$ cat config.mk
export PLATFORM = sky130hd
export DESIGN_NAME = ghpi_bus_arbiter
export DESIGN_NICKNAME = d
export VERILOG_FILES = /design/src/rtl/ghpi_bus_arbiter_pkg.sv /design/src/rtl/ghpi_bus_arbiter_winner_sel.sv /design/src/rtl/ghpi_bus_arbiter.sv
export SDC_FILE = /design/constraint.sdc
export NUM_CORES = 1
export LEC_CHECK = 0
export CAP_MARGIN = 10
export CORE_AREA = 2 2 107 109
export DETAILED_ROUTE_END_ITERATION = 10
export DIE_AREA = 0 0 109 111
export SLEW_MARGIN = 20
export SYNTH_ARGS = -nofsm -noshare
export SYNTH_HDL_FRONTEND = slang
export SYNTH_HIERARCHICAL = 1
export SYNTH_SLANG_ARGS = --single-unit
$ cat constraint.sdc
create_clock -name clk_i -period 3.6 [get_ports clk_i]
set_clock_uncertainty 0.1 [all_clocks]
set_input_delay 0.54 -clock clk_i [delete_from_list [all_inputs] [get_ports clk_i]]
set_output_delay 0.54 -clock clk_i [all_outputs]
set_load 0.03 [all_outputs]
$ cat src/rtl/ghpi_bus_arbiter_pkg.sv
// Shared state encodings and master IDs for the GHPI two-master bus arbiter.
package ghpi_bus_arbiter_pkg;

  typedef enum logic [1:0] {
    ARB_ST_IDLE   = 2'd0,
    ARB_ST_LOCK_I = 2'd1,
    ARB_ST_LOCK_D = 2'd2
  } arb_state_e;

  localparam logic ARB_M_I = 1'b0;
  localparam logic ARB_M_D = 1'b1;

endpackage

$ cat src/rtl/ghpi_bus_arbiter_winner_sel.sv
// Combinational IDLE-state winner pick. ARB_ROUND_ROBIN_EN alternates on contention;
// otherwise dmem has fixed priority.
module ghpi_bus_arbiter_winner_sel
  import ghpi_bus_arbiter_pkg::*;
(
  input  logic imem_valid_i,
  input  logic dmem_valid_i,
  input  logic last_grant_i,
  output logic winner_o,
  output logic any_req_o
);

  assign any_req_o = imem_valid_i | dmem_valid_i;

`ifdef ARB_ROUND_ROBIN_EN
  always_comb begin
    winner_o = dmem_valid_i ? ARB_M_D : ARB_M_I;
    if (imem_valid_i && dmem_valid_i) winner_o = ~last_grant_i;
  end
`else
  // dmem first: stage2 stalls stage1, so serving imem first could deadlock the core.
  logic unused_last_grant;
  assign unused_last_grant = last_grant_i;
  assign winner_o = dmem_valid_i ? ARB_M_D : ARB_M_I;
`endif

endmodule

$ cat src/rtl/ghpi_bus_arbiter.sv
// Two-master (imem/dmem) to one-slave GHPI arbiter; grant locks until slave ack or abort.
// Optional ARB_ROUND_ROBIN_EN switches contention policy from dmem-priority to alternating.
module ghpi_bus_arbiter
  import ghpi_bus_arbiter_pkg::*;
#(
  parameter int ADDR_WIDTH = 32,
  parameter int DATA_WIDTH = 32,
  localparam int SW = DATA_WIDTH / 8
) (
  input  logic                  clk_i,
  input  logic                  rst_i,
  input  logic [ADDR_WIDTH-1:0] imem_addr_i,
  output logic [DATA_WIDTH-1:0] imem_data_o,
  input  logic                  imem_valid_i,
  output logic                  imem_ack_o,
  input  logic [ADDR_WIDTH-1:0] dmem_addr_i,
  input  logic [DATA_WIDTH-1:0] dmem_data_i,
  output logic [DATA_WIDTH-1:0] dmem_data_o,
  input  logic [SW-1:0]         dmem_sel_i,
  input  logic                  dmem_we_i,
  input  logic                  dmem_valid_i,
  output logic                  dmem_ack_o,
  output logic [ADDR_WIDTH-1:0] bus_addr_o,
  output logic [DATA_WIDTH-1:0] bus_data_o,
  input  logic [DATA_WIDTH-1:0] bus_data_i,
  output logic [SW-1:0]         bus_sel_o,
  output logic                  bus_we_o,
  output logic                  bus_valid_o,
  input  logic                  bus_ack_i
);

  arb_state_e state_q, state_d;
  logic       last_grant_q, last_grant_d;
  logic       winner, any_req;
  logic       sel_d, sel_valid, hs;

  ghpi_bus_arbiter_winner_sel u_winner_sel (
    .imem_valid_i (imem_valid_i),
    .dmem_valid_i (dmem_valid_i),
    .last_grant_i (last_grant_q),
    .winner_o     (winner),
    .any_req_o    (any_req)
  );

  always_ff @(posedge clk_i) begin
    if (rst_i) begin
      state_q      <= ARB_ST_IDLE;
      last_grant_q <= ARB_M_I;
    end else begin
      state_q      <= state_d;
      last_grant_q <= last_grant_d;
    end
  end

  // Owner of the bus this cycle: the locked master, or the fresh winner in IDLE.
  always_comb begin
    sel_d = 1'b0;
    case (state_q)
      ARB_ST_LOCK_D: sel_d = 1'b1;
      ARB_ST_LOCK_I: sel_d = 1'b0;
      default:       sel_d = (winner == ARB_M_D);
    endcase
  end

  assign sel_valid = sel_d ? dmem_valid_i : imem_valid_i;
  assign hs        = sel_valid & bus_ack_i;

  always_comb begin
    state_d      = state_q;
    last_grant_d = last_grant_q;
    if (hs) last_grant_d = sel_d;
    case (state_q)
      ARB_ST_IDLE: begin
        if (any_req && !bus_ack_i)
          state_d = (winner == ARB_M_D) ? ARB_ST_LOCK_D : ARB_ST_LOCK_I;
      end
      ARB_ST_LOCK_I, ARB_ST_LOCK_D: begin
        // Ack completes; a dropped owner valid aborts without ack.
        if (bus_ack_i || !sel_valid) state_d = ARB_ST_IDLE;
      end
      default: state_d = ARB_ST_IDLE;
    endcase
  end

  assign bus_valid_o = ~rst_i & sel_valid;
  assign bus_we_o    = ~rst_i & sel_d & dmem_we_i;
  assign bus_addr_o  = sel_d ? dmem_addr_i : imem_addr_i;
  assign bus_data_o  = sel_d ? dmem_data_i : '0;
  assign bus_sel_o   = sel_d ? dmem_sel_i  : '1;

  assign imem_ack_o  = ~rst_i & bus_ack_i & ~sel_d & imem_valid_i;
  assign dmem_ack_o  = ~rst_i & bus_ack_i &  sel_d & dmem_valid_i;
  assign imem_data_o = bus_data_i;
  assign dmem_data_o = bus_data_i;

endmodule

==> After elaboration in Yosys (flattened, before gate mapping) <==
Cells that the tools add are included.
{ "totals": {"regBits": 2, "in_bits": 138, "out_inout_bits": 136, "word_cells": 33} }
{ "op_classes": {"n_eq_ne": 4, "n_mux": 10, "bitwise_logic": 11, "n_reduce_logical": 7} }
{ "ops": {"columns": ["operator", "n"], "rows": [
  ["32-bit two-way mux", 2],
  ["1-bit bitwise AND", 8],
  ["2-bit two-way mux", 3],
  ["4-bit two-way mux", 1],
  ["2-bit != test, second input constant", 2],
  ["2-bit case mux with 2 select lines", 1],
  ["2-bit by 1-bit equality test with 1-bit output, second input constant", 1],
  ["2-bit equality test, second input constant", 1],
  ["1-bit zero test", 2],
  ["2-bit zero test", 1],
  ["1-bit two-way mux", 2],
  ["1-bit NOT", 2],
  ["1-bit case mux with 2 select lines", 1],
  ["2-bit AND reduction", 1],
  ["2-bit OR reduction", 1],
  ["1-bit logical AND", 1],
  ["1-bit logical OR", 1],
  ["1-bit bitwise OR", 1]
]} }

==> Depth between registers and ports, before layout <==
{ "logic_depth": {"word_depth": 7, "depth_mapped": 6} }

==> Cells and area by module <==
Netlist, hierarchy kept.
{ "by_module_without_submodules": {"columns": ["mod", "n_inst", "cells_per_inst", "area_per_inst_um2", "seq_area_each_um2"], "rows": [
  ["ghpi_bus_arbiter", 1, 168, 1516.5, 60.1],
  ["ghpi_bus_arbiter_winner_sel", 1, 2, 13.8, 0.0]
]} }

==> Worst setup path after synthesis <==
Ideal clock, no wire load.
{ "synth_path": {"kind": "reg-to-output", "startpoint": "register state_q[0]", "endpoint": "output bus_we_o", "arrival_ps": 1887, "slack_ps": 1073, "path_stages_with_launch": 6, "path_buffers": 1, "cell_sequence": "dfxtp_1 inv_1 ha_1 mux2i_4 buf_2 nor3b_1"} }
{ "synth_between": {"elab_chain_cells": 4, "word_cells_on_any_way": 5, "cone_classes": "eq/ne: 2; mux: 1; bitwise: 2"} }
{ "synth_lines": {"columns": ["item", "line_no", "rtl"], "rows": [
  ["from (decl)", "ghpi_bus_arbiter.sv:32", "arb_state_e state_q, state_d;"],
  ["from (signal assigned)", "ghpi_bus_arbiter.sv:50", "state_q <= state_d;"],
  ["2-bit by 1-bit equality test with 1-bit output / 2-bit equality test (equally long branches)", "ghpi_bus_arbiter.sv:58", "case (state_q)"],
  ["1-bit case mux with 2 select lines (*)", "ghpi_bus_arbiter.sv:58", null],
  ["1-bit bitwise AND (*) (2 in series)", "ghpi_bus_arbiter.sv:86", "assign bus_we_o = ~rst_i & sel_d & dmem_we_i;"],
  ["to (decl)", "ghpi_bus_arbiter.sv:27", "output logic bus_we_o,"]
]} }
Mark *: on every way between the ends. The rest lies on a longest branch, timed or not.

==> Worst setup path in the final report <==
{ "layout_path": {"startpoint": "input dmem_valid_i", "endpoint": "output bus_addr_o[17]"} }
{ "layout_between": {"elab_chain_cells": 3} }
{ "layout_lines": {"columns": ["item", "line_no", "rtl"], "rows": [
  ["from (decl)", "ghpi_bus_arbiter.sv:21", "input logic dmem_valid_i,"],
  ["1-bit two-way mux", "ghpi_bus_arbiter_winner_sel.sv:24", "assign winner_o = dmem_valid_i ? ARB_M_D : ARB_M_I;"],
  ["1-bit case mux with 2 select lines", "ghpi_bus_arbiter.sv:58", null],
  ["32-bit two-way mux", "ghpi_bus_arbiter.sv:87", "assign bus_addr_o = sel_d ? dmem_addr_i : imem_addr_i;"],
  ["to (decl)", "ghpi_bus_arbiter.sv:23", "output logic [ADDR_WIDTH-1:0] bus_addr_o,"]
]} }
Every way passes these cells.

==> flow_summary.ini <==
[floorplan]
dieArea_um2 = 12100
ios = 274
fp.dieH_um = 111
die_w_um = 109
core_um2 = 11100
initial_utilization = 0.134
row_count = 39

[clock_tree]
post_cts_resize_count = 0
cts_root_buf = clkbuf_16
clk_pin_slew_worst_paths_ns = 0.03
numCtsBuffers = 3
clk_latency_ns = 0.22
cts-htree-levels = 1
clock-sinks = 2
clock_path_buffers = 2
ctsHoldBuffers = 0
cts_tree = yes
cts_setup_buffers = 0

[worst_setup_path]
start_kind = primary input
required_ns = 2.96
crit_fanout = 21
cp.arrival_ns = 2.60
worstSetupPathType = in2out
end_kind = output pin

[hold_path]
hold_path.class = reg2reg

[sta]
period_share = 0.900
slew_headroom = 0.776
finalSetupTns_ns = 0
fmax_ghz = 0.309
setup_viol = 0
setup_slack_ns = 0.361
hold_violations = 0
period_needed_ns = 3.24
rsz0062_at_grt = false
drv_slew = 0
worst_pin_slew_ns = 0.334

[synthesis]
syn_nets = 305
ys_warn_count = 6
syn_avg_cell_area_um2 = 8.99
netlist_instances = 165
netlist_area_um2 = 1480

[final_layout]
largest-register = state_q
largest_register_ffs = 2
n_antenna_cell = 0
drive_gt1_frac = 0.156
multiInputGateArea_um2 = 868
fin_area_um2 = 2980
nets = 417
areaGrowthSynthToFinish_pct = 101
final_core_util = 0.269
reg_top3 = state_q: 2 flops
fillers = 1202
seqCellArea_um2 = 40.0

[place]
dp_hpwl_um = 4290
pre_cts_ws_ns = 0.336
place_area_um2 = 2900
numPortBuffers = 177
place_congestion = 0.643

[route]
first_pass_iters = 2
wl_per_cell_um = 12.0
drc_errors = 0
viasPerCell = 3.46
routed-via-count = 1446
wl_um = 5020
ant_nets = 0
drt_iter0_markers = 36

[global_route]
grt_max_degree = 43
met1_usage = 0.0658
grt_pass1_wl_um = 7080
grt_pass1_vias = 1450
grt-ovfl-total = 0
use_met2 = 0.141
grt_antenna_before_repair = 0
grtUsageTotal = 0.0732
use_met3 = 0.0282
busiest_layer = met2

[pwr]
irDropWorstVdd_mv = 0.157
power_density_nw_per_um2 = 349
finalPower_mw = 1.04
leakage_nw = 1.16

[run_status]
status = completed

[job]
timing.max_cap.violations = 0
power breakdown:
group          total (mW)  switching [mW]  internal (mW)
logic               0.843           0.408          0.435
registers          0.0279         0.00212         0.0258
clock network       0.167          0.0257          0.141
per-stage QoR:
| stage | hold slack [ns] | instances |
|---|---|---|
| after floorplan | 0.349 | 165 |
| after global placement | 0.366 | 415 |
| after detailed placement | 0.377 | 415 |
| after CTS | 0.382 | 418 |
| after global routing | 0.426 | 418 |
| final | 0.377 | 418 |
cell type report:
class | instances | area share
Tap cell | 143 | 0.0601
Timing Repair Buffer | 180 | 0.606
Clock buffer | 3 | 0.0252
Sequential cell | 2 | 0.0135
Inverter | 3 | 0.00378
Multi-Input combinational cell | 87 | 0.292
critical path, cell delays in order:
cell,delay [ns]
clkdlybuf4s50_1,0.53
mux2i_4,0.24
buf_4,0.34
mux2_4,0.33
clkdlybuf4s50_1,0.60
per-layer routing:
metal	up-vias	part of all wire
li1	688	-
met1	633	0.31
met2	112	0.50
met3	13	0.17
met4	0	0.018
met5	-	0
layout by cell type, fill, tap and decap left out, types with 2 or more instances in the layout:
cell             count
clkdlybuf4s50_1    175
nor2b_1             32
mux2_4              29
or2_1                5
mux2_2               4
buf_4                4
inv_1                3
mux2i_1              3
nand2b_1             3
clkbuf_16            3
nor2_1               2
ha_1                 2
dfxtp_1              2
final timing paths:
check	start	to	slack [ns]	depth (start not counted)
max	dmem_valid_i	bus_addr_o[17]	0.36	5
min	state_q[0]	state_q[0]	0.38	2
max reg2reg	state_q[0]	state_q[0]	1.98	5
min reg2reg	state_q[0]	state_q[0]	0.38	2
(Power assumes the default switching activity.)
